===== config.mk =====
export PLATFORM = sky130hd
export DESIGN_NAME = router_fsm_flat
export DESIGN_NICKNAME = d
export VERILOG_FILES = /design/src/rtl/router_fsm_if.sv /design/src/rtl/router_fsm.sv /design/src/flat_wrapper.sv
export SDC_FILE = /design/constraint.sdc
export NUM_CORES = 1
export LEC_CHECK = 0
export BUFFER_PORTS_ARGS = -buffer_cell sky130_fd_sc_hd__buf_2
export CORE_UTILIZATION = 51
export DETAILED_ROUTE_END_ITERATION = 12
export GPL_ROUTABILITY_DRIVEN = 1
export PLACE_DENSITY = 0.77
export SLEW_MARGIN = 40
export SYNTH_ARGS = -nofsm -noshare
export SYNTH_HDL_FRONTEND = slang
export SYNTH_SLANG_ARGS = --single-unit
export TNS_END_PERCENT = 10

===== constraint.sdc =====
create_clock -name clock -period 1.6 [get_ports clock]
set_input_delay 0.08 -clock clock [delete_from_list [all_inputs] [get_ports clock]]
set_output_delay 0.08 -clock clock [all_outputs]
set_load 0.1 [all_outputs]

===== src/rtl/router_fsm_if.sv =====
// router_fsm_if
// Groups the packet-reception controller's handshake signals.
//   slave  : the FSM side. Packet, FIFO and soft-reset status come in;
//            state strobes, busy and drop_pkt go out.
//   master : the surrounding router side (synchronizer, register block,
//            packet source).
interface router_fsm_if;
    logic       pkt_valid;
    logic [1:0] data_in;
    logic       fifo_full;
    logic       fifo_empty_0;
    logic       fifo_empty_1;
    logic       fifo_empty_2;
    logic       soft_reset_0;
    logic       soft_reset_1;
    logic       soft_reset_2;
    logic       parity_done;
    logic       low_pkt_valid;
    logic       detect_add;
    logic       lfd_state;
    logic       ld_state;
    logic       laf_state;
    logic       full_state;
    logic       write_enb_reg;
    logic       rst_int_reg;
    logic       busy;
    logic       drop_pkt;

    modport slave (
        input  pkt_valid, data_in, fifo_full,
               fifo_empty_0, fifo_empty_1, fifo_empty_2,
               soft_reset_0, soft_reset_1, soft_reset_2,
               parity_done, low_pkt_valid,
        output detect_add, lfd_state, ld_state, laf_state, full_state,
               write_enb_reg, rst_int_reg, busy, drop_pkt
    );

    modport master (
        output pkt_valid, data_in, fifo_full,
               fifo_empty_0, fifo_empty_1, fifo_empty_2,
               soft_reset_0, soft_reset_1, soft_reset_2,
               parity_done, low_pkt_valid,
        input  detect_add, lfd_state, ld_state, laf_state, full_state,
               write_enb_reg, rst_int_reg, busy, drop_pkt
    );
endinterface


===== src/rtl/router_fsm.sv =====
// router_fsm
// Packet-reception controller for the 3-port router. Decodes the header,
// sequences header/payload/parity writes into the addressed output FIFO,
// stalls the source with busy, and drops a packet whose destination FIFO
// does not drain within WTE_LIMIT cycles (0 = wait forever).
// Ports:
//   clock  : rising-edge system clock
//   reset  : synchronous, active-high reset
//   bus    : router_fsm_if.slave (packet/FIFO status in, state strobes out)
//
// state | meaning
// ------+--------------------------------------------------------------
// DA    | decode header address, idle
// WTE   | wait for the addressed FIFO to drain, source stalled
// LFD   | write header byte
// LD    | write payload bytes
// FFS   | addressed FIFO full, source stalled
// LAF   | write the byte held during the full stall
// LP    | write parity byte
// CPE   | parity check cycle, clears internal parity registers
// DROP  | discard the rest of a timed-out packet
module router_fsm #(
    parameter int WTE_LIMIT = 255,
    parameter int CNT_W     = 8
) (
    input  logic        clock,
    input  logic        reset,
    router_fsm_if.slave bus
);
    typedef enum logic [3:0] {
        ST_DA, ST_WTE, ST_LFD, ST_LD, ST_FFS, ST_LAF, ST_LP, ST_CPE, ST_DROP
    } state_t;

    localparam logic [CNT_W-1:0] WTE_LAST =
        (WTE_LIMIT == 0) ? '0 : CNT_W'(WTE_LIMIT - 1);

    state_t           state_q, state_d;
    logic [1:0]       addr_q, addr_d;
    logic [CNT_W-1:0] wcnt_q, wcnt_d;
    logic             drop_first_q, drop_first_d;
    logic             drop_tail_q, drop_tail_d;

    logic [3:0]       empty_v, soft_v;
    logic             empty_sel, soft_sel;

    // Index 3 is an invalid address and is never captured; pad it to 0.
    assign empty_v   = {1'b0, bus.fifo_empty_2, bus.fifo_empty_1, bus.fifo_empty_0};
    assign soft_v    = {1'b0, bus.soft_reset_2, bus.soft_reset_1, bus.soft_reset_0};
    assign empty_sel = empty_v[addr_q];
    assign soft_sel  = soft_v[addr_q];

    always_ff @(posedge clock) begin
        if (reset) begin
            state_q      <= ST_DA;
            addr_q       <= '0;
            wcnt_q       <= '0;
            drop_first_q <= 1'b0;
            drop_tail_q  <= 1'b0;
        end else begin
            state_q      <= state_d;
            addr_q       <= addr_d;
            wcnt_q       <= wcnt_d;
            drop_first_q <= drop_first_d;
            drop_tail_q  <= drop_tail_d;
        end
    end

    always_comb begin
        state_d = state_q;
        addr_d  = addr_q;
        unique case (state_q)
            ST_DA: begin
                if (bus.pkt_valid && bus.data_in != 2'b11) begin
                    addr_d  = bus.data_in;
                    // addr_q is not yet valid here, so use the header itself.
                    state_d = empty_v[bus.data_in] ? ST_LFD : ST_WTE;
                end
            end
            ST_WTE: begin
                if (empty_sel)
                    state_d = ST_LFD;
                else if (WTE_LIMIT != 0 && wcnt_q == WTE_LAST)
                    state_d = ST_DROP;
            end
            ST_LFD:  state_d = ST_LD;
            ST_LD: begin
                if (bus.fifo_full)
                    state_d = ST_FFS;
                else if (!bus.pkt_valid)
                    state_d = ST_LP;
            end
            ST_FFS: begin
                if (!bus.fifo_full)
                    state_d = ST_LAF;
            end
            ST_LAF: begin
                if (bus.parity_done)
                    state_d = ST_DA;
                else if (bus.low_pkt_valid)
                    state_d = ST_LP;
                else
                    state_d = ST_LD;
            end
            ST_LP:   state_d = ST_CPE;
            // Full FIFO on the parity byte: retry it through FFS/LAF.
            ST_CPE:  state_d = bus.fifo_full ? ST_FFS : ST_DA;
            ST_DROP: begin
                // One extra cycle after pkt_valid falls swallows the parity byte.
                if (drop_tail_q)
                    state_d = ST_DA;
            end
            default: state_d = ST_DA;
        endcase

        if (state_q != ST_DA && soft_sel)
            state_d = ST_DA;

        // Counter is held at zero outside WTE, so it is clear on every entry.
        wcnt_d       = (state_q == ST_WTE) ? wcnt_q + CNT_W'(1) : '0;
        drop_first_d = (state_q == ST_WTE) && (state_d == ST_DROP);
        drop_tail_d  = (state_q == ST_DROP) && (state_d == ST_DROP) && !bus.pkt_valid;
    end

    always_comb begin
        bus.detect_add    = 1'b0;
        bus.lfd_state     = 1'b0;
        bus.ld_state      = 1'b0;
        bus.laf_state     = 1'b0;
        bus.full_state    = 1'b0;
        bus.write_enb_reg = 1'b0;
        bus.rst_int_reg   = 1'b0;
        bus.busy          = 1'b0;
        bus.drop_pkt      = drop_first_q;
        unique case (state_q)
            ST_DA:  bus.detect_add = 1'b1;
            ST_WTE: bus.busy = 1'b1;
            ST_LFD: begin
                bus.lfd_state     = 1'b1;
                bus.write_enb_reg = 1'b1;
                bus.busy          = 1'b1;
            end
            ST_LD: begin
                bus.ld_state      = 1'b1;
                bus.write_enb_reg = 1'b1;
            end
            ST_FFS: begin
                bus.full_state = 1'b1;
                bus.busy       = 1'b1;
            end
            ST_LAF: begin
                bus.laf_state     = 1'b1;
                bus.write_enb_reg = 1'b1;
                bus.busy          = 1'b1;
            end
            ST_LP: begin
                bus.write_enb_reg = 1'b1;
                bus.busy          = 1'b1;
            end
            ST_CPE: begin
                bus.rst_int_reg = 1'b1;
                bus.busy        = 1'b1;
            end
            ST_DROP: ;
            default: ;
        endcase
    end
endmodule


===== src/flat_wrapper.sv =====
// flat-port wrapper written by rule: the top's interface ports become plain ports
module router_fsm_flat 
#(
    parameter int WTE_LIMIT = 255,
    parameter int CNT_W     = 8
)
  (clock, reset, bus_pkt_valid, bus_data_in, bus_fifo_full, bus_fifo_empty_0, bus_fifo_empty_1, bus_fifo_empty_2, bus_soft_reset_0, bus_soft_reset_1, bus_soft_reset_2, bus_parity_done, bus_low_pkt_valid, bus_detect_add, bus_lfd_state, bus_ld_state, bus_laf_state, bus_full_state, bus_write_enb_reg, bus_rst_int_reg, bus_busy, bus_drop_pkt);
  router_fsm_if bus_i ();
  input  logic clock;
  input  logic reset;
  input wire logic [$bits(bus_i.pkt_valid)-1:0] bus_pkt_valid;
  input wire logic [$bits(bus_i.data_in)-1:0] bus_data_in;
  input wire logic [$bits(bus_i.fifo_full)-1:0] bus_fifo_full;
  input wire logic [$bits(bus_i.fifo_empty_0)-1:0] bus_fifo_empty_0;
  input wire logic [$bits(bus_i.fifo_empty_1)-1:0] bus_fifo_empty_1;
  input wire logic [$bits(bus_i.fifo_empty_2)-1:0] bus_fifo_empty_2;
  input wire logic [$bits(bus_i.soft_reset_0)-1:0] bus_soft_reset_0;
  input wire logic [$bits(bus_i.soft_reset_1)-1:0] bus_soft_reset_1;
  input wire logic [$bits(bus_i.soft_reset_2)-1:0] bus_soft_reset_2;
  input wire logic [$bits(bus_i.parity_done)-1:0] bus_parity_done;
  input wire logic [$bits(bus_i.low_pkt_valid)-1:0] bus_low_pkt_valid;
  output wire logic [$bits(bus_i.detect_add)-1:0] bus_detect_add;
  output wire logic [$bits(bus_i.lfd_state)-1:0] bus_lfd_state;
  output wire logic [$bits(bus_i.ld_state)-1:0] bus_ld_state;
  output wire logic [$bits(bus_i.laf_state)-1:0] bus_laf_state;
  output wire logic [$bits(bus_i.full_state)-1:0] bus_full_state;
  output wire logic [$bits(bus_i.write_enb_reg)-1:0] bus_write_enb_reg;
  output wire logic [$bits(bus_i.rst_int_reg)-1:0] bus_rst_int_reg;
  output wire logic [$bits(bus_i.busy)-1:0] bus_busy;
  output wire logic [$bits(bus_i.drop_pkt)-1:0] bus_drop_pkt;
  assign bus_i.pkt_valid = bus_pkt_valid;
  assign bus_i.data_in = bus_data_in;
  assign bus_i.fifo_full = bus_fifo_full;
  assign bus_i.fifo_empty_0 = bus_fifo_empty_0;
  assign bus_i.fifo_empty_1 = bus_fifo_empty_1;
  assign bus_i.fifo_empty_2 = bus_fifo_empty_2;
  assign bus_i.soft_reset_0 = bus_soft_reset_0;
  assign bus_i.soft_reset_1 = bus_soft_reset_1;
  assign bus_i.soft_reset_2 = bus_soft_reset_2;
  assign bus_i.parity_done = bus_parity_done;
  assign bus_i.low_pkt_valid = bus_low_pkt_valid;
  assign bus_detect_add = bus_i.detect_add;
  assign bus_lfd_state = bus_i.lfd_state;
  assign bus_ld_state = bus_i.ld_state;
  assign bus_laf_state = bus_i.laf_state;
  assign bus_full_state = bus_i.full_state;
  assign bus_write_enb_reg = bus_i.write_enb_reg;
  assign bus_rst_int_reg = bus_i.rst_int_reg;
  assign bus_busy = bus_i.busy;
  assign bus_drop_pkt = bus_i.drop_pkt;
  router_fsm #(.WTE_LIMIT(WTE_LIMIT), .CNT_W(CNT_W)) u_core (.clock(clock), .reset(reset), .bus(bus_i));
endmodule

==> results.json <==
{
  "cts_setup_buffers": 0,
  "hold_violations": 0,
  "drtAntennaViolNets": 0,
  "synth.largest_area_cell": "dfxtp_1",
  "drive_gt1_frac": 0.326,
  "remaining_drc_errors": 0,
  "cts_buffer_depth": 2,
  "synthDominantCellAreaShare": 0.343,
  "worstPathMaxFanout": 9,
  "vias": 903,
  "grt_overflow": 0,
  "core_area_um2": 1730,
  "final_cell_area_um2": 1280,
  "netlist_instances": 107,
  "antenna_found_initial": 0,
  "critPathKind": "register to primary output",
  "synth_nets": 123,
  "final-setup-viol-count": 0,
  "fin_skew_ns": 0.00556,
  "routed_wirelength_um": 2100,
  "drtIter0Drc": 20,
  "grt_usage": 0.240,
  "grt_pass1_wl_um": 3460,
  "cp-start-kind": "register",
  "gp_congestion": 0.782,
  "std_cell_rows": 15,
  "area_delta_synth_final_pct": 36.9,
  "hold_path.class": "primary input to register",
  "io_pins": 23,
  "dp_slack_ns": 0.0536,
  "io_buffer_count": 22,
  "post-route-util": 0.741,
  "die_x_um": 44.8,
  "worst_slew_pin_slew_ns": 0.484,
  "grt_max_degree": 12,
  "dr.pass1.iters": 4,
  "dpl.hpwl_um": 1620,
  "htree_levels": 1,
  "cts_tree": "yes",
  "clkSinkCount": 16,
  "ys_ff_latch": 16,
  "clk_pin_slew_ns": 0.09,
  "nets": 152,
  "numCtsBuffers": 3,
  "die_h_um": 44.8,
  "vdd_drop_max_mv": 0.710,
  "worstPathArrival_ns": 1.46,
  "fin_crit_sh": 0.965,
  "viasPerCell": 5.64,
  "worstPathRequired_ns": 1.52,
  "routedWlPerCell_um": 13.1,
  "grt_pass1_vias": 826,
  "p_leak_uw": 0.000506,
  "maxCapViolCount": 0,
  "cts_root_buf": "clkbuf_4",
  "endpoint_kind": "primary output",
  "start_util": 0.541,
  "clk_latency_ns": 0.29,
  "slew_violations": 0,
  "power_density_nw_per_um2": 1530,
  "ys.warnings.count": 0,
  "finalSetupTns_ns": 0,
  "yosysUniqueCellTypes": 41,
  "setup_ws_ns": 0.0558,
  "diodes": 0,
  "period_minus_slack_ns": 1.54,
  "yosysSeqAreaShare": 0.343,
  "max_freq_mhz": 648,
  "status": "finished, final reports clean",
  "placed_area_um2": 1230,
  "relSlewSlack": 0.680,
  "rsz0062_at_grt": "true",
  "ys_top_cells_by_area": "dfxtp_1 (34%), nor2_1 (6.0%), xor2_1 (5.6%)",
  "postSynthAreaPerCell_um2": 8.74,
  "syn_area_um2": 935,
  "dieArea_um2": 2010
}
## cell usage after synthesis
library cell,instances
and4_1,1
a211oi_2,1
nand4_1,3
a21oi_1,2
nand3_1,3
o21bai_1,1
nor4_2,1
xor2_1,6
inv_1,5
nor2b_1,1
nand3b_1,3
nor3_1,3
a21boi_0,1
a21o_1,1
dfxtp_1,16
or4bb_1,1
buf_2,3
mux2i_1,5
o31ai_1,1
o211ai_1,1
xnor2_1,1
o21ai_0,4
a22o_1,1
o32ai_1,1
ha_1,2
and3_1,1
nor4b_4,1
a31oi_1,1
nor2_1,15
o21ai_1,1
or2b_1,1
o311a_1,1
nand2b_1,3
buf_6,2
o221a_1,1
nand2_1,7
nor3_2,1
o221ai_1,1
o22a_1,1
a22oi_1,1
nor3b_1,1
## through the flow
stage | total power (uW) | cells | hold slack (ns)
2_1_floorplan | 1300 | 107 | 0.151
3_3_place_gp | 1670 | 155 | 0.309
3_5_place_dp | 1690 | 155 | 0.310
4_1_cts | 1960 | 160 | 0.00270
5_1_grt | 2050 | 160 | 0.00455
6_report | 1960 | 160 | 0.0209
## worst max-delay path, cell delays in order (launching register included)
cell and delay (ns):
dfxtp_1 0.36, buf_4 0.18, nand2b_1 0.20, nor3_2 0.21
buf_12 0.21
## routing by layer
layer,up-vias,routed length [um],global-route usage
met4,0,56,0.139
met1,434,899,0.283
met2,25,1040,0.394
met3,7,106,0.0640
met5,-,0,0
li1,437,-,-
## timing repair
action	CTS	global route
hold endpoints to repair	2	0
resized for setup	1	1
endpoints found under the setup margin	2	9
pin swaps	0	1
hold buffers	1	0
## state kept, by name, indices dropped and copies added, names as in the netlist
name                 flops
u_core.state_q           4
u_core.wcnt_q            8
u_core.addr_q            2
u_core.bus.drop_pkt      1
u_core.drop_tail_q       1
## power breakdown
part	internal [uW]	total [uW]	switching (uW)
Combinational	462	1170	712
Clock	139	271	132
Sequential	442	514	72.3
## final timing paths
kind	slack (ns)	to	depth (start not counted)	start
worst max-delay path	0.06	bus_lfd_state	4	u_core.state_q[0]
worst max register to register	0.12	u_core.state_q[0]	6	u_core.state_q[3]
worst min-delay path	0.02	u_core.drop_tail_q	2	bus_pkt_valid
worst min register to register	0.50	u_core.wcnt_q[0]	1	u_core.wcnt_q[0]
## kinds of logic (layout without fill, tap and decap cells)
logic type                 Yosys count  count (layout)  synth area share
DFF                                 16              16             0.343
xor gates and xnor gates             7               7            0.0656
and+or+nand+nor                     46              46             0.285
buffers and inverters               10              38            0.0602
muxes                                5               5            0.0535
AOI/OAI and AO/OA                   21              21             0.166
adders and majority gates            2               2            0.0268
## layout make-up
class,count,area (um^2)
clock buffer,4,36.3
fill,126,447
inverter,5,22.5
multi-input combinational,81,582
sequential,16,323
tap,25,31.3
timing repair buffer,29,285
## cell usage in the layout (no fill, tap or decap), types with 4 or more instances in the layout
cell,synthesis,layout
buf_2,3,14
xor2_1,6,6
inv_1,5,4
buf_4,0,6
o21ai_0,4,4
buf_12,0,8
nand2_1,7,7
dfxtp_1,16,14
nor3_2,1,4
nor2_1,15,14
mux2i_1,5,5
Note: power is estimated with default switching activity, not from simulation.
